--- config.mk ---
export PLATFORM = sky130hd
export DESIGN_NAME = reel_spin_engine
export DESIGN_NICKNAME = d
export VERILOG_FILES = /design/src/rtl/reel_spin_engine.sv
export SDC_FILE = /design/constraint.sdc
export NUM_CORES = 1
export LEC_CHECK = 0
export CAP_MARGIN = 20
export CORE_UTILIZATION = 54
export CTS_CLUSTER_SIZE = 10
export DETAILED_ROUTE_END_ITERATION = 7
export PLACE_DENSITY_LB_ADDON = 0.12
export REMOVE_ABC_BUFFERS = 1
export SYNTH_ARGS = -nofsm -noshare
export SYNTH_HDL_FRONTEND = slang
export SYNTH_SLANG_ARGS = --single-unit
--- constraint.sdc ---
create_clock -name clk_i -period 2.4 [get_ports clk_i]
set_clock_uncertainty 0.2 [all_clocks]
set_input_delay 0.36 -clock clk_i [delete_from_list [all_inputs] [get_ports clk_i]]
set_output_delay 0.36 -clock clk_i [all_outputs]
set_load 0.1 [all_outputs]
--- src/rtl/reel_spin_engine.sv ---
// Three-reel slot spin engine: starts on entry into RUN, animates reels from a
// free-running LFSR, freezes them in a staggered order and reports done/win.
module reel_spin_engine #(
  parameter int          SYM_W       = 3,
  parameter int          SPIN_DIV    = 4,
  parameter int          SPIN_CYCLES = 2000,
  parameter int          STOP_GAP    = 500,
  parameter int          CNT_W       = 16,
  parameter logic [15:0] LFSR_SEED   = 16'hACE1
) (
  input  logic             clk_i,
  input  logic             rst_i,
  input  logic [1:0]       state_i,
  output logic [SYM_W-1:0] reel0_o,
  output logic [SYM_W-1:0] reel1_o,
  output logic [SYM_W-1:0] reel2_o,
  output logic             busy_o,
  output logic             done_o,
  output logic             win_o
);

  typedef enum logic [1:0] {
    S_IDLE = 2'b00,
    S_SPIN = 2'b01,
    S_DONE = 2'b10
  } fsm_t;

  localparam logic [1:0]       MC_RUN   = 2'b10;
  localparam logic [CNT_W-1:0] DIV_LAST = CNT_W'(SPIN_DIV - 1);

  function automatic logic [CNT_W-1:0] frz_at(input int k);
    return CNT_W'(SPIN_CYCLES + k * STOP_GAP);
  endfunction

  function automatic logic [SYM_W-1:0] reel_step(input logic [SYM_W-1:0] r);
    return r + SYM_W'(1);
  endfunction

  function automatic logic [15:0] lfsr_step(input logic [15:0] v);
    return {v[14:0], v[15] ^ v[13] ^ v[12] ^ v[10]};
  endfunction

  fsm_t             state_q, state_d;
  logic [15:0]      lfsr;
  logic             run_q;
  logic [CNT_W-1:0] spin_cnt;
  logic [CNT_W-1:0] div_cnt;
  logic [SYM_W-1:0] reel_q [3];
  logic [SYM_W-1:0] sym;
  logic             run_now, start, div_wrap, frz_last;
  logic             do_start, do_abort, do_finish;

  assign run_now  = (state_i == MC_RUN);
  assign start    = run_now && !run_q;
  assign sym      = lfsr[SYM_W-1:0];
  assign div_wrap = (div_cnt == DIV_LAST);
  assign frz_last = (spin_cnt == frz_at(2));

  assign reel0_o = reel_q[0];
  assign reel1_o = reel_q[1];
  assign reel2_o = reel_q[2];

  always_ff @(posedge clk_i or posedge rst_i) begin
    if (rst_i) state_q <= S_IDLE;
    else       state_q <= state_d;
  end

  always_comb begin
    state_d   = state_q;
    do_start  = 1'b0;
    do_abort  = 1'b0;
    do_finish = 1'b0;
    case (state_q)
      S_IDLE: begin
        if (start) begin
          do_start = 1'b1;
          state_d  = S_SPIN;
        end
      end
      S_SPIN: begin
        // leaving RUN takes priority over a freeze landing on the same edge
        if (!run_now) begin
          do_abort = 1'b1;
          state_d  = S_IDLE;
        end else if (frz_last) begin
          do_finish = 1'b1;
          state_d   = S_DONE;
        end
      end
      S_DONE:  state_d = S_IDLE;
      default: state_d = S_IDLE;
    endcase
  end

  always_ff @(posedge clk_i or posedge rst_i) begin
    if (rst_i) begin
      lfsr     <= LFSR_SEED;
      run_q    <= 1'b0;
      spin_cnt <= '0;
      div_cnt  <= '0;
      busy_o   <= 1'b0;
      done_o   <= 1'b0;
      win_o    <= 1'b0;
      for (int k = 0; k < 3; k++) reel_q[k] <= '0;
    end else begin
      lfsr   <= lfsr_step(lfsr);
      run_q  <= run_now;
      done_o <= do_finish;
      if (do_start) begin
        spin_cnt <= '0;
        div_cnt  <= '0;
        busy_o   <= 1'b1;
        win_o    <= 1'b0;
      end else if (do_abort) begin
        busy_o <= 1'b0;
        win_o  <= 1'b0;
      end else if (state_q == S_SPIN) begin
        spin_cnt <= spin_cnt + CNT_W'(1);
        div_cnt  <= div_wrap ? '0 : div_cnt + CNT_W'(1);
        // a reel loads the LFSR symbol on its freeze edge and is inert afterwards
        for (int k = 0; k < 3; k++) begin
          if (spin_cnt == frz_at(k))
            reel_q[k] <= sym;
          else if (spin_cnt < frz_at(k) && div_wrap)
            reel_q[k] <= reel_step(reel_q[k]);
        end
        if (do_finish)
          win_o <= (reel_q[0] == reel_q[1]) && (reel_q[1] == sym);
      end else if (state_q == S_DONE) begin
        busy_o <= 1'b0;
      end
    end
  end

endmodule
==> Yosys cells after proc, flatten, opt, wreduce, memory -nomap -nowiden <==
Cells that the tools add are included.
{ "word_totals": {"wordCells": 90, "in_bits": 4, "reg_bits": 63, "out_inout_bits": 12, "mem_count": 0, "ram_bits": 0, "latchBits": 0, "romBits": 0} }
{ "op_classes": {"n_shift": 0, "n_mux": 32, "n_reduce_logical": 21, "n_eq_ne": 13, "div": 0, "n_lt_le_gt_ge": 3, "bitwise": 5, "addsub": 5, "multipliers": 0} }
{ "op_table": {"columns": ["op", "count"], "rows": [
  ["two-way mux 16 bit", 7],
  ["adder 16 x 1 -> 16 bit (second input constant)", 2],
  ["== test 16 x 12 -> 1 bit (second input constant)", 2],
  ["< comparator 16 x 12 -> 1 bit (second input constant)", 2],
  ["two-way mux 3 bit", 6],
  ["== test 16 x 11 -> 1 bit (second input constant)", 1],
  ["== test 16 x 2 -> 1 bit (second input constant)", 1],
  ["< comparator 16 x 11 -> 1 bit (second input constant)", 1],
  ["two-way mux 1 bit", 15],
  ["AND reduction 4 bit", 3],
  ["adder 3 x 1 -> 3 bit (second input constant)", 3],
  ["nonzero test 3 bit", 3],
  ["AND reduction 2 bit", 4],
  ["nonzero test 2 bit", 4],
  ["== test 3 bit", 2],
  ["two-way mux 2 bit", 3],
  ["!= test 3 bit (second input constant)", 2],
  ["logical AND 1 bit", 5],
  ["== test 2 bit (second input constant)", 2],
  ["!= test 2 bit (second input constant)", 2],
  ["one-hot mux 2 bit (2 select lines)", 1],
  ["bitwise XOR 1 bit", 3],
  ["== test 2 x 1 -> 1 bit (second input constant)", 1],
  ["zero test 2 bit", 1],
  ["other kinds (2)", 3]
]} }

==> Logic depth before layout (Yosys ltp) <==
Gate-level depths: netlist of the first run.
{ "depth": {"ltp_word": 8, "depth_mapped": 7, "mapped_depth_nobuf": 6} }

==> Least setup slack after synthesis of the first run <==
No wires, ideal clock.
{ "synth_path": {"kind": "register to register", "start": "register spin_cnt[12]", "end": "register reel_q (netlist bit reel2_o[1])", "path_buffers": 2, "synth_period_minus_slack_ns": 2.442, "path_slack_ns": -0.042, "stages_incl_launch_ff": 8, "required_time_ns": 2.074, "arrival_time_ns": 2.116, "setup_time_ns": 0.126, "path_cell_list": "dfrtp_1 -> or4_1 -> buf_6 -> nor3_2 -> and2_1 -> buf_2 -> mux2_2 -> mux2_2"} }
{ "synth_via": {"elab_chain_cells": 4} }
{ "synth_lines": {"columns": ["item", "line_no", "source"], "rows": [
  ["start: declaration", "46", "logic [CNT_W-1:0] spin_cnt;"],
  ["start signal: assignment", "118", "spin_cnt <= spin_cnt + CNT_W'(1);"],
  ["< comparator 16 x 12 -> 1 bit", "124", "else if (spin_cnt < frz_at(k) && div_wrap)"],
  ["logical AND 1 bit", "124", null],
  ["nonzero test 2 bit (no line)", null, null],
  ["AND reduction 4 bit (no line)", null, null],
  ["end signal: indexed assignment", "123", "reel_q[k] <= sym;"],
  ["end signal: indexed assignment", "125", "reel_q[k] <= reel_step(reel_q[k]);"],
  ["end: declaration", "48", "logic [SYM_W-1:0] reel_q [3];"]
]} }
Several ways; a longest one is shown, not always the timed one.
A chain may end at the register's enable or synchronous reset.

==> Final worst setup path of the first run <==
Ends and elaborated chain as after synthesis.

==> metrics.yaml, run 1 <==
outcome:
  run_status: "complete, no violations"
yosys:
  synth.cells.most_frequent: "dfrtp_1 (55), nor2_1 (41), nand2_1 (25)"
  post_synth_num_cell_types: 54
  ys_warn_count: 0
  largest_family_of_logic_cells_by_synthesized_area: "simple AND/OR/NAND/NOR gates"
  synthTopCellsByArea: "dfrtp_1 (42%), dfstp_2 (6.5%), xnor2_1 (4.9%), nor2_1 (4.7%), xor2_1 (3.5%)"
  synthesis.area_um2: 3246
  ys_seq_elements: 63
  post_synthesis_compound_gate_area_fraction_pct: 6.515
  synth-async-reset-ratio_pct: 100.0
  synth_most_common_cell: "dfrtp_1"
  postSynthCellCount: 326
  synth_fa_ha_area_share_pct: 2.313
  synth_sequential_area_ratio_pct: 48.88
  synth_enable_flop_cells: 0
  synth_largest_area_cell: "dfrtp_1"
  muxShareOfSynthArea_pct: 3.123
  synth_xor_area_share_pct: 8.365
  post_synth_and_or_nand_nor_area_fraction_pct: 26.52
  ys_dominant_reg_cell: "dfrtp_1"
  synth.avg_cell_area_um2: 9.956
  post-synth-top-area-fraction_pct: 42.41
global_route:
  grt_start_max_net_pins: 53
  first_global_vias: 2529
  grt_pass1_wl_um: 12050
  grt_overflow_total: 0
  gr-usage-all-layers_pct: 25.57
  antenna_found_initial: 0
cts:
  cts-htree-levels: 3
  cts_root_buf: "clkbuf_8"
  cts.clk_slew.worst_paths_ps: 80
  clockBufferDepth: 2
  worst_skew_pair.late_latency_ps: 340
  cts.sinks: 63
  clock_tree_from_tritoncts: "built"
  holdBufCountCts: 0
  tritoncts.num_buffers: 9
pwr:
  leakagePower_nw: 1.800
  power.density_cell_area_nw_per_um2: 619.6
  total_power_mw: 2.471
  max_rail_drop_vdd_uv: 561.6
drt:
  detail-route-antenna-nets: 0
  remaining_drc_errors: 0
  avgViaCountPerCell: 5.643
  drt_iter0_drc: 138
  via_count: 2579
  wl_per_cell_um: 15.40
  drt_pass1_iterations: 5
  route.final.wire_length_um: 7037
critical_path:
  critPathMaxStageDelay_ps: 540
  critical_path_required_ps: 2430
  worstPathCellList: "or4_1, buf_6, or4_4, nand2_1, mux2_2"
  r2r_setup_slack_ps: 50
  reg2reg_depth: 5
  critical_path_class: "reg2reg"
  worst_ep_arrival_time_ps: 2380
  start_kind: "register"
  worst_r2r_endpoint: "reel2_o[1]$_DFFE_PP0P_"
  crit_path_end_kind: "register"
  critical_path.reg2reg.startpoint: "spin_cnt[12]$_DFFE_PP0P_"
  timing.critical_path.slowest_stage_cell: "or4_1"
  startpoint: "spin_cnt[12]$_DFFE_PP0P_"
  worstPathMaxFanout: 8
  critical_path_buf_inv_count: 1
  cp_top_family: "simple AND/OR/NAND/NOR gates"
timing:
  tightestPinTransition_ps: 436.4
  final-max-slew-violation-count: 0
  max_slew_margin_pct: 70.85
  finalCritPeriodShare_pct: 97.84
  timing.final.setup_violations: 0
  finalCriticalPeriod_ps: 2348
  fmax_mhz: 425.9
  final-hold-violation-count: 0
layout:
  area_growth_syn_to_fin_pct: 22.86
  diodes: 0
  layout.cell_area.non_filler_um2: 3988
  final_net_count: 390
  layout-drive-gt1-share_pct: 26.75
floorplan:
  chipHeight_um: 79.53
  fp.dieArea_um2: 6324
  floorplan.initialDensity_pct: 57.53
  placementRows: 27
  die_width_um: 79.53
  placeableCoreArea_um2: 5642
  io-pin-count: 16
place:
  placed_area_um2: 3721
  port-buffer-count: 15
  place.detailed.hpwl_um: 4983
  gp_congestion: 0.8658
flow_run:
  max_cap_violations: 0
min_path:
  holdCritPathClass: "in2async"
[placed cells by master, fill, tap and decap left out, types with 2 or more instances in the layout]
master	count
a21oi_1	8
a22oi_1	2
and3_1	4
and4_1	4
buf_12	2
buf_4	55
bufinv_16	2
clkbuf_8	9
clkdlybuf4s50_1	3
dfrtp_1	55
dfstp_2	8
ha_1	6
inv_1	10
inv_6	3
mux2_2	4
mux2i_1	3
nand2_1	25
nand2b_1	5
nand3_1	19
nand4_1	9
nand4bb_1	2
nor2_1	41
nor3_1	11
nor3_2	2
nor4_1	13
nor4_2	2
o211ai_1	3
o21ai_0	7
or3_1	3
or4_1	2
or4_4	2
xnor2_1	18
xor2_1	13
[kinds of logic (layout without fill, tap and decap cells)]
kind of cell | after synthesis | count (layout)
multiplexers | 9 | 9
AND/OR/NAND/NOR | 156 | 156
adder cells (fa/ha/maj) | 6 | 6
flip-flops | 63 | 63
buffers and inverters | 29 | 88
AO/OA/AOI/OAI | 32 | 32
XOR/XNOR | 31 | 31
[registers in the layout, summed over array words and instances (netlist names), 2 cells and up]
| name | count |
|---|---|
| reel2_o | 3 |
| state_q | 2 |
| reel0_o | 3 |
| reel1_o | 3 |
| spin_cnt | 16 |
| lfsr | 16 |
| div_cnt | 16 |
[metrics by stage]
| stage | utilization [%] | setup TNS [ps] | setup WS [ps] | cells | hold slack, ps |
|---|---|---|---|---|---|
| 2_1_floorplan | - | -94.24 | -94.24 | 308 | 131.2 |
| 3_5_place_dp | 65.96 | -2238 | -289.3 | 440 | 137.0 |
| 6_report | 70.68 | 0 | 51.80 | 457 | 63.29 |
| 5_1_grt | 70.68 | -59.13 | -59.13 | 457 | 80.60 |
| 4_1_cts | 70.02 | 0 | 2.434 | 456 | 56.90 |
| 3_3_place_gp | 65.96 | -1568 | -225.3 | 440 | 135.1 |
[layout make-up]
cell class | count | area, um2
multi-input cells | 234 | 1549
fillers | 424 | 1654
inverters | 11 | 41.29
clock buffers | 9 | 123.9
well taps | 72 | 90.09
repair buffers | 61 | 494.2
flip-flops and latches | 63 | 1587
clock inverters | 7 | 102.6
[worst max path at each step]
stage / to / cells after the start
2_1_floorplan: reel2_o[1]$_DFFE_PP0P_ / 5
6_report: reel2_o[1]$_DFFE_PP0P_ / 5
5_1_grt: reel2_o[2]$_DFFE_PP0P_ / 6
3_5_place_dp: spin_cnt[10]$_DFFE_PP0P_ / 5
3_3_place_gp: spin_cnt[10]$_DFFE_PP0P_ / 5
4_1_cts: reel2_o[1]$_DFFE_PP0P_ / 5
[power by group]
group / internal (mW) / leakage [nW] / switching (mW)
registers: 1.09 / 0.837 / 0.0340
logic: 0.0983 / 0.852 / 0.202
clock network: 0.597 / 0.111 / 0.453
[metal layers]
metal	routed length, um	vias up	GRT usage (%)
li1	-	1257	-
met1	3247	1255	32.89
met2	3307	54	40.60
met3	312	13	5.143
met4	170	0	13.27
met5	0	-	0
[repair_timing]
action | in CTS | in global routing
gates resized for setup | 1 | 6
pin swaps | 0 | 4
gates cloned | 0 | 0
setup buffers | 0 | 1
setup endpoints to repair | 1 | 8
Power figures use the tool's default switching activity.
==> run 2: changes to the inputs <==
--- a/config.mk
+++ b/config.mk
@@ -5,6 +5,7 @@
 export SDC_FILE = /design/constraint.sdc
 export NUM_CORES = 1
 export LEC_CHECK = 0
+export ABC_CLOCK_PERIOD_IN_PS = 2400
 export CAP_MARGIN = 20
 export CORE_UTILIZATION = 54
 export CTS_CLUSTER_SIZE = 10
==> results of run 2 <==
No change in the layout: final DEF, timing and power equal those of run 1.
==> run 3: changes to the inputs <==
--- a/config.mk
+++ b/config.mk
@@ -7,6 +7,7 @@
 export LEC_CHECK = 0
 export ABC_CLOCK_PERIOD_IN_PS = 2400
 export CAP_MARGIN = 20
+export CORE_ASPECT_RATIO = 1.2
 export CORE_UTILIZATION = 54
 export CTS_CLUSTER_SIZE = 10
 export DETAILED_ROUTE_END_ITERATION = 7
==> metrics.yaml, run 3 (synthesized netlist as in run 1, its figures left out) <==
outcome:
  run_status: "complete, no violations"
critical_path:
  timing.critical_path.to: "reel2_o[1]$_DFFE_PP0P_"
  worstPathMaxFanout: 8  # unchanged
  critical_path_class: "reg2reg"
  worst_ep_arrival_time_ps: 2380  # about the same
  start_kind: "register"
  r2r_setup_slack_ps: 50  # about the same
  crit_path_end_kind: "register"
  reg2reg_depth: 5  # unchanged
  startpoint: "spin_cnt[12]$_DFFE_PP0P_"
  critical_path_required_ps: 2430  # about the same
  worst_r2r_endpoint: "reel2_o[1]$_DFFE_PP0P_"
  critical_path.reg2reg.startpoint: "spin_cnt[12]$_DFFE_PP0P_"
cts:
  cts.sinks: 63  # unchanged
  cts_root_buf: "clkbuf_8"
  tritoncts.num_buffers: 9  # unchanged
  clockBufferDepth: 2  # unchanged
  cts-htree-levels: 3  # unchanged
  cts_setup_buffers: 0  # unchanged
  worst_skew_pair.late_latency_ps: 350  # about the same
  cts.clk_slew.worst_paths_ps: 80  # about the same
  clock_tree_from_tritoncts: "built"
layout:
  layout.cell_area.non_filler_um2: 3966  # -0.53%
  diodes: 0  # unchanged
  final_net_count: 388  # -0.51%
  fin_cells: 463  # +1.3%
  layout-drive-gt1-share_pct: 26.37  # -0.38 points
  fin_util_pct: 69.06  # -1.6 points
  layout.cells.most_common_list: "dfrtp_1 (55), buf_4 (54), nor2_1 (41), nand2_1 (25), nand3_1 (19)"
  layout_top_registers: "div_cnt x16, lfsr x16, spin_cnt x16"
  area_growth_syn_to_fin_pct: 22.20
  most_common_library_cell_in_the_layout_ignoring_fill_and_taps: "dfrtp_1"
pwr:
  leakagePower_nw: 1.783  # -0.97%
  total_power_mw: 2.477  # +0.28%
  max_rail_drop_vdd_uv: 452.0  # -20%
  power.density_cell_area_nw_per_um2: 624.6  # +0.81%
drt:
  remaining_drc_errors: 0  # unchanged
  detail-route-antenna-nets: 0  # unchanged
  drt_pass1_iterations: 4  # -1
  avgViaCountPerCell: 5.562  # -1.4%
  route.final.wire_length_um: 7086  # +0.70%
  via_count: 2575  # -0.16%
  wl_per_cell_um: 15.30  # -0.61%
  drt_iter0_drc: 153  # +11%
floorplan:
  placeableCoreArea_um2: 5743  # +1.8%
  fp.dieArea_um2: 6326  # about the same
  die_width_um: 72.77  # -8.5%
  io-pin-count: 16  # unchanged
  chipHeight_um: 86.93  # +9.3%
  floorplan.initialDensity_pct: 56.51  # -1.0 points
  placementRows: 30  # +11%
timing:
  final-max-slew-violation-count: 0  # unchanged
  final-hold-violation-count: 0  # unchanged
  tightestPinTransition_ps: 556.9  # +120.5 ps
  setup_tns_ps: 0  # unchanged
  finalCriticalPeriod_ps: 2350  # +2.034 ps
  setup_ws_ps: 49.76  # -2.034 ps
  fmax_mhz: 425.5  # about the same
  finalCritPeriodShare_pct: 97.93  # about the same
  hold-worst-slack_ps: 159.1  # +95.78 ps
  rsz0062_at_grt: "yes"
  timing.final.setup_violations: 0  # unchanged
  max_slew_margin_pct: 62.82  # -8.0 points
global_route:
  first_global_vias: 2601  # +2.8%
  grt_overflow_total: 0  # unchanged
  grt_start_max_net_pins: 35  # -34%
  gr-usage-all-layers_pct: 25.21  # -0.36 points
  grt_pass1_wl_um: 11970  # -0.63%
  antenna_found_initial: 0  # unchanged
place:
  place.detailed.hpwl_um: 5032  # +1.0%
  port-buffer-count: 15  # unchanged
  place.detailed.instances: 447  # +1.6%
  placed_area_um2: 3711  # -0.27%
  worst_setup_slack_before_clock_tree_synthesis_ps: -260.4  # +28.84 ps
  gp_congestion: 0.8414  # -2.8%
min_path:
  holdCritPathClass: "reg2reg"
flow_run:
  max_cap_violations: 0  # unchanged
-- run 3: how the worst min path moves through the flow --
stage | start | end | slack, ps | cells past startpoint
final | lfsr[6]$_DFF_PP1_ | lfsr[7]$_DFF_PP1_ | 160 | 0
after global routing | lfsr[4]$_DFF_PP0_ | lfsr[5]$_DFF_PP1_ | 160 | 0
after CTS | lfsr[6]$_DFF_PP1_ | lfsr[7]$_DFF_PP1_ | 160 | 0
after detailed placement | lfsr[14]$_DFF_PP0_ | lfsr[15]$_DFF_PP1_ | 140 | 0
after global placement | lfsr[3]$_DFF_PP0_ | lfsr[4]$_DFF_PP0_ | 140 | 0
after floorplan | lfsr[3]$_DFF_PP0_ | lfsr[4]$_DFF_PP0_ | 130 | 0
-- run 3: area by class of cell --
cell class              count  area (um2)
fillers                   477        1777
repair buffers             59       470.5
well taps                  80       100.1
flip-flops and latches     63        1587
clock buffers               9       123.9
clock inverters             7       103.9
multi-input cells         234        1540
inverters                  11       41.29
-- run 3: repair_timing --
item | CTS | global route
endpoints found under the setup margin | 1 | 8
hold buffers | 0 | 0
gates resized for setup | 1 | 6
endpoints found under the hold margin | 0 | 0
pin swaps | 0 | 4
-- run 3: power breakdown --
| part | total [mW] | internal (mW) | switching, mW | leakage (nW) |
|---|---|---|---|---|
| registers | 1.12 | 1.09 | 0.0343 | 0.837 |
| logic | 0.298 | 0.0984 | 0.199 | 0.838 |
| clock network | 1.06 | 0.598 | 0.461 | 0.108 |
-- run 3: metal layers --
metal	GRT usage [%]	vias to the layer above	wire length [um]
met1	31.46	1270	3123
met4	8.913	0	102
met2	42.14	47	3615
met5	0	-	0
met3	6.597	11	244
li1	-	1247	-
-- run 3: worst max-delay path: stages (launching register included) --
cell and delay [ps]:
dfrtp_1 400, or4_4 520, buf_8 160, or4_4 530, nand2_1 110, mux2_2 330
